File: src/rtl/uart_tx_arbiter.sv
// uart_tx_arbiter: shares one uart_tx serializer among NUM_REQ byte sources.
// Arbitration is round-robin. A granted requester keeps the serializer for a whole
// packet, up to MAX_BURST bytes. Only one byte is in flight at a time, and the
// tx_busy handshake from uart_tx sequences the frames.
module uart_tx_arbiter #(
    parameter int NUM_REQ   = 4,
    parameter int MAX_BURST = 16,
    parameter int START_TO  = 8
) (
    input  logic                       sys_clk,
    input  logic                       sys_rst,
    input  logic [NUM_REQ-1:0]         req_valid,
    input  logic [8*NUM_REQ-1:0]       req_data,
    input  logic [NUM_REQ-1:0]         req_last,
    output logic [NUM_REQ-1:0]         req_ready,
    input  logic                       tx_busy,
    output logic                       tx_en,
    output logic [7:0]                 tx_din,
    output logic [$clog2(NUM_REQ)-1:0] grant_id,
    output logic                       grant_active,
    output logic                       tx_err
);

    localparam int ID_W = $clog2(NUM_REQ);
    // The largest value to_cnt reaches is START_TO-2, so this width always fits it.
    localparam int TO_W = $clog2(START_TO);

    localparam logic [1:0] ST_ARB        = 2'd0;
    localparam logic [1:0] ST_ISSUE      = 2'd1;
    localparam logic [1:0] ST_WAIT_START = 2'd2;
    localparam logic [1:0] ST_WAIT_DONE  = 2'd3;

    logic [1:0]           state;
    logic [ID_W-1:0]      rr_ptr;      // requester with top priority in the next unlocked search
    logic [7:0]           burst_cnt;   // bytes accepted under the current lock
    logic [TO_W-1:0]      to_cnt;      // cycles spent waiting for tx_busy to rise

    logic [2*NUM_REQ-1:0] valid_dbl;
    logic [NUM_REQ-1:0]   valid_rot;
    logic [ID_W-1:0]      rr_winner;
    logic [ID_W-1:0]      cand;
    logic                 cand_valid;
    logic                 cand_last;
    logic [7:0]           cand_data;
    logic                 arb_open;
    logic                 xfer;
    logic                 lock_drop;
    logic [7:0]           new_cnt;
    logic                 rel_lock;

    function automatic logic [ID_W-1:0] next_id(input logic [ID_W-1:0] id);
        return (id == ID_W'(NUM_REQ - 1)) ? '0 : id + ID_W'(1);
    endfunction

    // Round-robin search. The valid vector is rotated so that rr_ptr lands on bit 0,
    // and the lowest set bit of the rotated vector wins.
    always_comb begin
        // NOTE: every variable gets a default before any branch, so no latch is inferred.
        valid_dbl = {req_valid, req_valid} >> rr_ptr;
        valid_rot = valid_dbl[NUM_REQ-1:0];
        rr_winner = '0;
        for (int k = NUM_REQ - 1; k >= 0; k--) begin
            if (valid_rot[k]) begin
                rr_winner = ID_W'((int'(rr_ptr) + k) % NUM_REQ);
            end
        end
    end

    // Select the candidate (the lock holder if locked, otherwise the RR winner) and its byte fields.
    always_comb begin
        cand       = grant_active ? grant_id : rr_winner;
        cand_valid = 1'b0;
        cand_last  = 1'b0;
        cand_data  = '0;
        for (int i = 0; i < NUM_REQ; i++) begin
            if (cand == ID_W'(i)) begin
                cand_valid = req_valid[i];
                cand_last  = req_last[i];
                cand_data  = req_data[8*i +: 8];
            end
        end
    end

    // Handshake and lock bookkeeping for the current ARB cycle.
    // While reset is asserted no handshake is offered, so a producer never sees a phantom transfer.
    always_comb begin
        arb_open  = (state == ST_ARB) && !tx_busy && !sys_rst;
        xfer      = arb_open && cand_valid;
        lock_drop = arb_open && grant_active && !cand_valid;
        new_cnt   = grant_active ? burst_cnt + 8'd1 : 8'd1;
        rel_lock  = cand_last || (new_cnt == 8'(MAX_BURST));
        req_ready = '0;
        for (int i = 0; i < NUM_REQ; i++) begin
            if (xfer && (cand == ID_W'(i))) begin
                req_ready[i] = 1'b1;
            end
        end
    end

    assign tx_en = (state == ST_ISSUE);

    // Controller FSM, byte capture, lock and round-robin pointer updates.
    always_ff @(posedge sys_clk) begin
        // NOTE: non-blocking assignments, so every register here sees values from before the edge.
        if (sys_rst) begin
            state        <= ST_ARB;
            tx_din       <= '0;
            grant_id     <= '0;
            grant_active <= 1'b0;
            tx_err       <= 1'b0;
            burst_cnt    <= '0;
            rr_ptr       <= '0;
            to_cnt       <= '0;
        end else begin
            tx_err <= 1'b0;
            case (state)
                ST_ARB: begin
                    if (xfer) begin
                        tx_din       <= cand_data;
                        grant_id     <= cand;
                        burst_cnt    <= new_cnt;
                        grant_active <= !rel_lock;
                        if (rel_lock) begin
                            rr_ptr <= next_id(cand);
                        end
                        state <= ST_ISSUE;
                    end else if (lock_drop) begin
                        // The holder stopped offering bytes, so the lock is given up.
                        grant_active <= 1'b0;
                        rr_ptr       <= next_id(grant_id);
                    end
                end
                ST_ISSUE: begin
                    to_cnt <= '0;
                    state  <= ST_WAIT_START;
                end
                ST_WAIT_START: begin
                    if (tx_busy) begin
                        state <= ST_WAIT_DONE;
                    end else if (to_cnt == TO_W'(START_TO - 2)) begin
                        // tx_err is seen START_TO cycles after tx_en. The byte is dropped and the lock freed.
                        tx_err       <= 1'b1;
                        grant_active <= 1'b0;
                        rr_ptr       <= next_id(grant_id);
                        state        <= ST_ARB;
                    end else begin
                        to_cnt <= to_cnt + TO_W'(1);
                    end
                end
                ST_WAIT_DONE: begin
                    if (!tx_busy) begin
                        state <= ST_ARB;
                    end
                end
                default: state <= ST_ARB;
            endcase
        end
    end

endmodule

File: config.mk
export PLATFORM = sky130hd
export DESIGN_NAME = uart_tx_arbiter
export DESIGN_NICKNAME = d
export VERILOG_FILES = /design/src/rtl/uart_tx_arbiter.sv
export SDC_FILE = /design/constraint.sdc
export NUM_CORES = 1
export LEC_CHECK = 0
export CAP_MARGIN = 10
export CORE_ASPECT_RATIO = 1.4
export CORE_MARGIN = 1.5
export CORE_UTILIZATION = 46
export CTS_CLUSTER_DIAMETER = 80
export DETAILED_ROUTE_END_ITERATION = 10
export PLACE_DENSITY = 0.89
export SLEW_MARGIN = 10
export SYNTH_ARGS = -nofsm -noshare
export SYNTH_HDL_FRONTEND = slang
export SYNTH_SLANG_ARGS = --single-unit
File: constraint.sdc
create_clock -name sys_clk -period 4.5 [get_ports sys_clk]
set_clock_uncertainty 0.15 [all_clocks]
set_input_delay 0.9 -clock sys_clk [delete_from_list [all_inputs] [get_ports sys_clk]]
set_output_delay 0.9 -clock sys_clk [all_outputs]
set_load 0.02 [all_outputs]
==> impl_metrics.env <==
export IMPL_grt_overflow=0
export IMPL_hp_class="register to register"
export IMPL_setup_viol=0
export IMPL_fmax_mhz=228
export IMPL_yosysTopAreaCell="dfxtp_1"
export IMPL_cp_top_family="compound AO/OA/AOI/OAI gates"
export IMPL_cp_start_kind="input pin"
export IMPL_layout_drive_gt1_share=0.123
export IMPL_power_density_nw_per_um2=271
export IMPL_fin_crit_sh=0.977
export IMPL_yosys_warnings=0
export IMPL_cts_htree_levels=1
export IMPL_peakVddDrop_v=0.000221
export IMPL_synth_area_um2=1800
export IMPL_layout_common_cells="clkdlybuf4s50_1, dfxtp_1, nand2_1"
export IMPL_grt_pass1_vias=1932
export IMPL_syn_area_per_cell_um2=7.48
export IMPL_place_congestion=0.822
export IMPL_outcome="completed"
export IMPL_antenna_cells=0
export IMPL_holdPathEnd="tx_din[5]"
export IMPL_drtPass1Iterations=4
export IMPL_min_path_cells=2
export IMPL_design_area_um2=2600
export IMPL_ctsRootBufferMaster="clkbuf_8"
export IMPL_portBuffers=59
export IMPL_syn_nets=292
export IMPL_grtUsageTotal=0.220
export IMPL_die_h_um=77.1
export IMPL_synth_edf_count=0
export IMPL_clockBufferDepth=2
export IMPL_fill_cells=298
export IMPL_numCtsBuffers=3
export IMPL_grt_max_degree=29
export IMPL_crit_slowest_cell="clkdlybuf4s50_1"
export IMPL_worstPathCellList="clkdlybuf4s50_1, nor3b_2, a211oi_2, o22ai_1, mux2_4, buf_4, ha_1, a2111o_1, and3_1, buf_2"
export IMPL_critPathBufInv=3
export IMPL_grt_pass1_wl_um=7890
export IMPL_worst_pin_slew_ps=463
export IMPL_die_area_um2=4310
export IMPL_cp_max_fo=4
export IMPL_r2r_cells=13
export IMPL_num_io_pins=60
export IMPL_ant_nets=0
export IMPL_synth_main_ff_cell="dfxtp_1"
export IMPL_seq_area_frac_synth=0.300
export IMPL_area_growth_syn_to_layout_pct=44.0
export IMPL_netlist_instances=241
export IMPL_slew_headroom=0.690
export IMPL_nets=360
export IMPL_reg2reg_slack_ps=1280
export IMPL_drtIter0Drc=45
export IMPL_rows=26
export IMPL_synthArstFlopShare=0
export IMPL_timing_rr_start="rr_ptr[1]"
export IMPL_clk_latency_ps=270
export IMPL_dpl_cell_area_um2=2510
export IMPL_wl_per_cell_um=13.0
export IMPL_initial_core_util=0.486
export IMPL_rr_endpoint="rr_ptr[1]"
export IMPL_dpl_hpwl_um=3480
export IMPL_synth_area_leaders="dfxtp_1, a21oi_1, ha_1, nor3_1, nand2_1"
export IMPL_synth_top_area_share=0.300
export IMPL_crit_type="input pin to primary output"
export IMPL_critPathMaxStageDelay_ps=460
export IMPL_clock_sinks=27
export IMPL_crit_required_ps=3450
export IMPL_finalPower_uw=703
export IMPL_antenna_found_initial=0
export IMPL_hold_viol=0
export IMPL_mostFrequentLayoutCell="clkdlybuf4s50_1"
export IMPL_max_cap_viol_count=0
export IMPL_vias=1986
export IMPL_die_w_um=55.9
export IMPL_critPathCaptureType="primary output"
export IMPL_cts_tree="done"
export IMPL_min_period_ps=4400
export IMPL_synth_cell_types=40
export IMPL_clkSlewWorstSetupHoldPaths_ps=90
export IMPL_viasPerCell=5.67
export IMPL_wirelength_um=4530
export IMPL_drc=0
export IMPL_synth_ff_latch_count=27
export IMPL_maxSlewViolCount=0
export IMPL_holdCritStartpoint="tx_din[5]"
export IMPL_power_leakage_uw=0.00100
export IMPL_cp_data_arrival_time_ps=3350
export IMPL_core_area_um2=3710
## how the worst max path moves through the flow
stage	start	to	slack (ps)	cells past startpoint
6_report	req_valid[3]	req_ready[2]	100	10
3_5_place_dp	req_valid[2]	req_ready[2]	-310	11
2_1_floorplan	req_valid[1]	req_ready[0]	750	9
4_1_cts	req_valid[2]	req_ready[2]	5	11
5_1_grt	req_valid[3]	req_ready[2]	-6	11
3_3_place_gp	req_valid[0]	req_ready[0]	-240	11
## metal layers
metal	vias to the layer above	wire length [um]	track usage
met5	-	0	0
met4	0	63	0.0810
met3	6	236	0.0422
met2	65	2420	0.405
met1	908	1820	0.245
li1	1007	-	-
## flip-flops by register name, indices dropped and copies added, names as in the netlist
register and count:
tx_err 1, grant_id 2, state 2, to_cnt 3, tx_din 8, grant_active 1, rr_ptr 2, burst_cnt 8
## stage by stage
step	instances	setup TNS [ps]	setup WS, ps	util	hold slack (ps)
6_report	350	0	105	0.700	348
3_5_place_dp	345	-911	-309	0.678	338
5_1_grt	350	-5.93	-5.93	0.700	364
3_3_place_gp	345	-708	-238	0.678	326
4_1_cts	349	0	4.76	0.695	350
2_1_floorplan	241	0	752	-	311
## where the power goes
group          switching [uW]  internal, uW
Clock                    74.9          62.1
Combinational             144           152
Sequential               14.4           255
## cell families (layout without fill, tap and decap cells)
logic type	after synthesis	count (layout)	share of synthesized area
simple gates	108	108	0.306
compound gates	70	70	0.259
flops	27	27	0.300
buf+inv	24	91	0.0562
fa+ha+maj	8	8	0.0555
mux	3	3	0.0187
xor+xnor	1	1	0.00486
## cells in the mapped netlist (2+ instances only)
cell,count
o21a_1,2
clkbuf_1,11
a221oi_1,7
a211oi_1,10
a21oi_1,23
nand2_1,25
nor2_1,21
nor3_1,20
and3b_1,2
nor2b_1,9
nor3b_1,2
dfxtp_1,27
nand3_1,7
a31oi_1,2
a2111o_1,2
nand2b_1,5
mux2_2,3
and2_1,3
nand3b_1,2
a211o_1,3
inv_1,9
nand4_1,3
o21ai_0,13
ha_1,8
and3_1,5
buf_2,3
## layout make-up
cell class	count	area, um^2	area share
Multi-Input combinational cell	190	1200	0.461
Timing Repair Buffer	78	726	0.280
Sequential cell	27	541	0.208
Tap cell	42	52.6	0.0202
Clock buffer	3	41.3	0.0159
Inverter	9	33.8	0.0130
Clock inverter	1	5.00	0.00193
## timing repair
action / CTS / global route
gates resized for setup: 13 / 12
hold buffers: 0 / 0
cloned: 0 / 0
endpoints found under the setup margin: 3 / 4
pin swaps: 0 / 3
buffers inserted: 0 / 1
## worst min-delay path, delay by kind of cell (launching register included)
kind / cells / cell delay (ps)
DFF: 1 / 320
and+or+nand+nor: 2 / 140
(Power assumes the default switching activity.)
